==> config.mk <==
export PLATFORM = sky130hd
export DESIGN_NAME = nvdla_dbb_rd_packer
export DESIGN_NICKNAME = d
export VERILOG_FILES = /design/src/rtl/nvdla_dbb_rd_packer.sv
export SDC_FILE = /design/constraint.sdc
export NUM_CORES = 1
export LEC_CHECK = 0
export ABC_AREA = 1
export CAP_MARGIN = 20
export CORE_MARGIN = 3
export CORE_UTILIZATION = 30
export DETAILED_ROUTE_END_ITERATION = 10
export GPL_ROUTABILITY_DRIVEN = 1
export PLACE_DENSITY = 0.58
export SLEW_MARGIN = 20
export SYNTH_ARGS = -nofsm -noshare
export SYNTH_HDL_FRONTEND = slang
export SYNTH_SLANG_ARGS = --single-unit
export TNS_END_PERCENT = 30
==> constraint.sdc <==
create_clock -name clk_i -period 1.35 [get_ports clk_i]
set_input_delay 0.405 -clock clk_i [delete_from_list [all_inputs] [get_ports clk_i]]
set_output_delay 0.405 -clock clk_i [all_outputs]
set_load 0.01 [all_outputs]
==> src/rtl/nvdla_dbb_rd_packer.sv <==
// Read-return packer: gathers MEM_DW/32 streamer words into one DBB beat with ID/LAST.
// Optional sticky protocol-error flag is built only when NVDLA_DBB_RD_PACKER_ERR_EN is defined.
module nvdla_dbb_rd_packer #(
   parameter int MEM_DW = 64,
   parameter int ID_W   = 8,
   parameter int LEN_W  = 8
) (
   input  logic              clk_i,
   input  logic              rst_ni,
   input  logic              clear_i,
   input  logic              start_i,
   input  logic [LEN_W-1:0]  len_i,
   input  logic [ID_W-1:0]   id_i,
   input  logic              word_valid_i,
   output logic              word_ready_o,
   input  logic [31:0]       word_data_i,
   output logic              beat_valid_o,
   input  logic              beat_ready_i,
   output logic [MEM_DW-1:0] beat_data_o,
   output logic [ID_W-1:0]   beat_id_o,
   output logic              beat_last_o,
   output logic              idle_o,
   output logic              done_o,
   output logic              err_o
);

   localparam int RATIO = MEM_DW / 32;
   localparam int IDX_W = (RATIO > 1) ? $clog2(RATIO) : 1;
   localparam logic [IDX_W-1:0] LAST_IDX = IDX_W'(RATIO - 1);

   typedef enum logic [1:0] {
      ST_IDLE,
      ST_PACK,
      ST_DRAIN
   } state_t;

   state_t            state_reg, state_next;
   logic [LEN_W-1:0]  len_reg;
   logic [ID_W-1:0]   id_reg;
   logic [IDX_W-1:0]  word_idx_reg;
   logic [LEN_W:0]    beat_cnt_reg;

   logic              beat_valid_reg;
   logic [MEM_DW-1:0] beat_data_reg;
   logic [ID_W-1:0]   beat_id_reg;
   logic              beat_last_reg;

   logic              word_fire;
   logic              beat_load;
   logic              beat_is_last;
   logic              beat_fire;
   logic              start_accept;
   logic [MEM_DW-1:0] load_data;

   // Words belonging to the current beat stall only when the out reg cannot take the beat.
   assign word_ready_o = (state_reg == ST_PACK) &&
                         ((word_idx_reg != LAST_IDX) || !beat_valid_reg || beat_ready_i);
   assign word_fire    = word_valid_i && word_ready_o;
   assign beat_load    = word_fire && (word_idx_reg == LAST_IDX);
   assign beat_is_last = (beat_cnt_reg == {1'b0, len_reg});
   assign beat_fire    = beat_valid_reg && beat_ready_i;
   assign start_accept = start_i && (state_reg == ST_IDLE);

   always_ff @(posedge clk_i or negedge rst_ni) begin
      if (!rst_ni) begin
         state_reg <= ST_IDLE;
      end else if (clear_i) begin
         state_reg <= ST_IDLE;
      end else begin
         state_reg <= state_next;
      end
   end

   always_comb begin
      state_next = state_reg;
      case (state_reg)
         ST_IDLE: begin
            if (start_i) state_next = ST_PACK;
         end
         ST_PACK: begin
            if (beat_load && beat_is_last) state_next = ST_DRAIN;
         end
         ST_DRAIN: begin
            if (beat_fire) state_next = ST_IDLE;
         end
         default: state_next = ST_IDLE;
      endcase
   end

   always_ff @(posedge clk_i or negedge rst_ni) begin
      if (!rst_ni) begin
         len_reg      <= '0;
         id_reg       <= '0;
         word_idx_reg <= '0;
         beat_cnt_reg <= '0;
      end else if (clear_i) begin
         len_reg      <= '0;
         id_reg       <= '0;
         word_idx_reg <= '0;
         beat_cnt_reg <= '0;
      end else if (start_accept) begin
         len_reg      <= len_i;
         id_reg       <= id_i;
         word_idx_reg <= '0;
         beat_cnt_reg <= '0;
      end else if (word_fire) begin
         word_idx_reg <= (word_idx_reg == LAST_IDX) ? '0 : word_idx_reg + IDX_W'(1);
         if (beat_load) beat_cnt_reg <= beat_cnt_reg + (LEN_W+1)'(1);
      end
   end

   // Lower words are parked here; the final word of a beat bypasses straight into the out reg.
   generate
      if (RATIO > 1) begin : g_pack
         logic [31:0] pack_word_reg [RATIO-1];
         for (genvar gi = 0; gi < RATIO - 1; gi++) begin : g_word
            always_ff @(posedge clk_i or negedge rst_ni) begin
               if (!rst_ni) begin
                  pack_word_reg[gi] <= '0;
               end else if (clear_i) begin
                  pack_word_reg[gi] <= '0;
               end else if (word_fire && (word_idx_reg == IDX_W'(gi))) begin
                  pack_word_reg[gi] <= word_data_i;
               end
            end
            assign load_data[32*gi +: 32] = pack_word_reg[gi];
         end
         assign load_data[MEM_DW-1 -: 32] = word_data_i;
      end else begin : g_nopack
         assign load_data = word_data_i;
      end
   endgenerate

   always_ff @(posedge clk_i or negedge rst_ni) begin
      if (!rst_ni) begin
         beat_valid_reg <= 1'b0;
         beat_data_reg  <= '0;
         beat_id_reg    <= '0;
         beat_last_reg  <= 1'b0;
      end else if (clear_i) begin
         beat_valid_reg <= 1'b0;
         beat_data_reg  <= '0;
         beat_id_reg    <= '0;
         beat_last_reg  <= 1'b0;
      end else if (beat_load) begin
         beat_valid_reg <= 1'b1;
         beat_data_reg  <= load_data;
         beat_id_reg    <= id_reg;
         beat_last_reg  <= beat_is_last;
      end else if (beat_fire) begin
         beat_valid_reg <= 1'b0;
      end
   end

   assign beat_valid_o = beat_valid_reg;
   assign beat_data_o  = beat_data_reg;
   assign beat_id_o    = beat_id_reg;
   assign beat_last_o  = beat_last_reg;
   assign idle_o       = (state_reg == ST_IDLE);
   assign done_o       = (state_reg == ST_DRAIN) && beat_fire;

`ifdef NVDLA_DBB_RD_PACKER_ERR_EN
   logic err_reg;

   always_ff @(posedge clk_i or negedge rst_ni) begin
      if (!rst_ni) begin
         err_reg <= 1'b0;
      end else if (clear_i) begin
         err_reg <= 1'b0;
      end else if ((start_i && (state_reg != ST_IDLE)) ||
                   (word_valid_i && (state_reg != ST_PACK))) begin
         err_reg <= 1'b1;
      end
   end

   assign err_o = err_reg;
`else
   assign err_o = 1'b0;
`endif

endmodule

After elaboration in Yosys (flattened, before gate mapping)
Cells that the tools add are included.
{"block": "op_classes", "add_sub_neg": 2, "n_eq_ne": 6, "n_mux": 28, "bitwise": 1, "n_reduce_logical": 20}
{"cell": "64-bit two-way mux", "count": 2}
{"cell": "32-bit two-way mux", "count": 2}
{"cell": "8-bit two-way mux", "count": 6}
{"cell": "9-bit two-way mux", "count": 4}
{"cell": "9-bit by 1-bit adder with 9-bit output (second input constant)", "count": 1}
{"cell": "9-bit by 8-bit == test with 1-bit output", "count": 1}
{"cell": "1-bit two-way mux", "count": 9}
{"cell": "3-bit nonzero test", "count": 3}
{"cell": "1-bit logical AND", "count": 8}
{"cell": "2-bit two-way mux", "count": 4}
{"cell": "3-bit inequality test (second input constant)", "count": 2}
{"cell": "2-bit case mux with 3 select lines", "count": 1}
{"cell": "2-bit nonzero test", "count": 3}
{"cell": "3-bit by 2-bit inequality test with 1-bit output (second input constant)", "count": 1}
{"cell": "3-bit AND reduction", "count": 1}
{"cell": "2-bit by 1-bit == test with 1-bit output (second input constant)", "count": 1}
{"cell": "2-bit == test (second input constant)", "count": 1}
{"cell": "2-bit zero test", "count": 1}
{"cell": "1-bit logical OR", "count": 2}
{"cell": "2-bit AND reduction", "count": 1}
{"cell": "1-bit adder (second input constant)", "count": 1}
{"cell": "1-bit zero test", "count": 1}
{"cell": "1-bit inverter", "count": 1}
{"block": "word_totals", "regBits": 134, "input_bits": 54, "output_inout_bits": 78, "wordCells": 67}

Depth between registers and ports, before layout
{"block": "logic_depth", "depth_word": 10, "depth_mapped": 9, "ltp_nobuf": 9}

Worst setup path before layout
Ideal clock, no wire load.
{"block": "synth_path", "path_kind": "flip-flop to flip-flop", "startpoint": "register state_reg[1]", "endpoint": "register id_reg[4]", "setup_ns": 0.121, "arrival_time_ns": 1.244, "required_time_ns": 1.229, "slack_ns": -0.015, "stages_incl_launch_ff": 8, "path_buffers": 1, "period_less_slack_ns": 1.365, "cell_sequence": "dfrtp_1 -> nor2_2 -> nand2_1 -> inv_2 -> nor2_4 -> inv_2 -> buf_2 -> o21ai_1"}
{"block": "synth_via", "elab_chain_len": 3}
{"element": "from (decl)", "line": "37", "rtl": "state_t state_reg, state_next;"}
{"element": "from (signal assigned)", "line": "70", "rtl": "state_reg <= state_next;"}
{"element": "2-bit zero test"}
{"element": "via idle_o", "line": "22", "rtl": "output logic idle_o,"}
{"element": "1-bit logical AND", "line": "62", "rtl": "assign start_accept = start_i && (state_reg == ST_IDLE);"}
{"element": "2-bit nonzero test (no line)"}
{"element": "to (signal assigned)", "line": "103", "rtl": "id_reg <= id_i;"}
{"element": "to (decl)", "line": "39", "rtl": "logic [ID_W-1:0] id_reg;"}
The timed path passes the listed nets, and every way through them passes these cells.
A chain may end at the register's enable or synchronous reset.

Worst setup path in the final report
{"block": "layout_path", "startpoint": "register state_reg[1]", "endpoint": "output idle_o"}
{"block": "layout_via", "elab_chain_len": 1}
{"element": "2-bit zero test", "line": "159", "rtl": "assign idle_o = (state_reg == ST_IDLE);"}
{"element": "to (decl)", "line": "22"}
Every way passes these cells.

==> flow_summary.json <==
{
  "synth.distinct_cells": 23,
  "violations": "negative setup slack",
  "rows": 48,
  "hpwl_um": 9860,
  "postLayoutCellArea_um2": 8240,
  "routed-via-count": 4595,
  "netlist_top_cells_count": "nand2_1 (215), dfrtp_1 (134), inv_1 (62)",
  "ys_seq_elements": 134,
  "grt_pass1_wl_um": 24100,
  "antenna_found_initial": 1,
  "setup_violations": 138,
  "grt_start_max_net_pins": 42,
  "start_util_pct": 30.9,
  "drt_iter0_markers": 199,
  "slew_violations": 0,
  "cts_buffer_depth": 2,
  "nets": 864,
  "htree_levels": 4,
  "final_cells": 1046,
  "clock-sinks": 134,
  "drt_wl_total_um": 15900,
  "hold_path_class": "primary input to async pin",
  "clk_pin_slew_worst_paths_ns": 0.06,
  "io_pins": 132,
  "syn_area_per_cell_um2": 8.94,
  "grt_overflow": 0,
  "syn2layout_area_growth_pct": 52.3,
  "synth_most_common_cell": "nand2_1",
  "finalCritPeriodShare_pct": 125,
  "wl_met2_um": 7320,
  "cp.arrival_ns": 1.29,
  "cp_max_fo": 2,
  "cp-end-kind": "output port",
  "netlist_area_um2": 5410,
  "port_buffers": 130,
  "yosys.area.top_type": "dfrtp_1",
  "fp.dieH_um": 140,
  "cts_buffers": 17,
  "hold_viol_final": 0,
  "fill_cells": 1703,
  "root_buffer": "clkbuf_16",
  "worstPathRequired_ns": 0.95,
  "seq_area_um2": 3350,
  "fp.dieArea_um2": 19700,
  "r2r_cells": 10,
  "diodes": 0,
  "ys_seq_area_share_pct": 62.0,
  "power.leakage_nw": 4.09,
  "powerDensity_nw_per_um2": 1170,
  "cap_violations": 0,
  "r2r_end": "g_pack.pack_word_reg[6]",
  "synthArstFlopShare_pct": 100,
  "gp_congestion": 0.775,
  "r2r_slack_ns": -0.28,
  "wl_per_cell_um": 15.2,
  "ys_top_cells_by_area": "dfrtp_1 (62%), nand2_1 (15%), o21ai_1 (4.8%)",
  "dpl.cell_count": 978,
  "place_area_um2": 7290,
  "die_x_um": 140,
  "grt_pass1_vias": 4641,
  "tns_ns": -25.71,
  "fmax_mhz": 591,
  "drive_gt1_share_pct": 26.9,
  "ir_worst_vdd_v": 0.000829,
  "ys.flop_type": "dfrtp_1",
  "top_layer_used": "met5",
  "synth-edff-count": 0,
  "fin_ws_ns": -0.343,
  "multi_input_area_um2": 1770,
  "outcome": "finished, violations left",
  "rsz0062_at_grt": "yes",
  "ys_warn_count": 0,
  "drcViolationCount": 0,
  "clock_skew_ns": 0.0109,
  "clk_latency_ns": 0.41,
  "crit_type": "flip-flop to output port",
  "syn_nets": 660,
  "holdWs_ns": 0.462,
  "r2r-start": "state_reg[1]",
  "track_usage_pct": 15.3,
  "largest_register_ffs": 64,
  "ant_nets": 0,
  "cts_tree": "done",
  "synthDominantCellAreaShare_pct": 62.0,
  "drtPass1Iterations": 4,
  "start_kind": "flip-flop",
  "synthCells": 605,
  "met1_length_um": 7600,
  "core-area_um2": 17500,
  "vias_per_cell": 4.39,
  "period_needed_ns": 1.69,
  "wl_met3_um": 877
}
routing by layer:
layer	vias to the layer above	GRT usage, %
met5	-	0
met4	2	3.82
met3	11	4.98
met2	107	22.9
met1	2166	21.5
li1	2309	-
critical path, cell delays in order, from the launching register on:
cell	delay, ns
dfrtp_1	0.40
buf_6	0.13
buf_6	0.11
nor2_4	0.12
buf_6	0.11
through the flow:
step	power [mW]	utilization, %	setup slack (ns)
2_1_floorplan	4.52	-	-0.000396
3_3_place_gp	5.01	41.7	-0.744
3_5_place_dp	5.02	41.7	-0.749
4_1_cts	9.68	44.4	-0.340
5_1_grt	10.1	47.1	-0.405
6_report	9.65	47.1	-0.343
where the power goes:
group / switching [mW] / total [mW] / internal, mW
sequential: 0.0361 / 4.15 / 4.12
clock: 1.66 / 4.59 / 2.93
combinational: 0.490 / 0.914 / 0.424
total: 2.19 / 9.65 / 7.47
cells by family (layout without fill, tap and decap cells):
logic type	Yosys count	count (layout)	synth area share, %
xor gates and xnor gates	1	1	0.162
and+or+nand+nor	274	274	21.0
buffers and inverters	93	309	7.20
adders and majority gates	1	1	0.231
other	1	1	0.0694
AOI/OAI and AO/OA	101	101	9.35
DFF	134	134	62.0
area by class of cell:
type	instances	share of cell area (%)
flip-flops and latches	134	40.7
multi-input cells	378	21.5
well taps	225	3.42
inverters	68	3.22
repair buffers	210	24.1
clock inverters	10	1.58
clock buffers	21	5.47
how the worst max path moves through the flow:
stage,endpoint,slack [ns],startpoint,depth (start not counted)
floorplan,beat_cnt_reg[8],-0.0004,beat_cnt_reg[0],6
global placement,word_ready_o,-0.74,beat_ready_i,5
detailed placement,word_ready_o,-0.75,beat_ready_i,5
CTS,word_ready_o,-0.34,state_reg[1],4
global route,word_ready_o,-0.40,state_reg[1],4
finish,idle_o,-0.34,state_reg[1],4
repair_timing:
item,CTS,global route
endpoints found under the setup margin,208,210
hold buffers,1,0
setup buffers,17,9
hold endpoints to repair,24,0
resized for setup,340,73
gates cloned,0,10
pin swaps,4,5
layout by cell type (no fill, tap or decap), types with 2 or more instances in the layout:
master,instances
a21oi_1,6
a21oi_2,2
buf_12,10
buf_2,51
buf_4,51
buf_6,37
bufinv_16,3
clkbuf_1,3
clkbuf_16,25
clkdlybuf4s50_1,52
clkinv_2,5
clkinvlp_4,2
dfrtp_1,134
inv_1,62
inv_2,2
inv_4,4
nand2_1,209
nand2_2,4
nand2_4,3
nand3_1,27
nand4_1,3
nor2_1,15
nor2_4,5
nor3_1,2
o21ai_0,7
o21ai_1,76
o21ai_2,10
(Power assumes the default switching activity.)
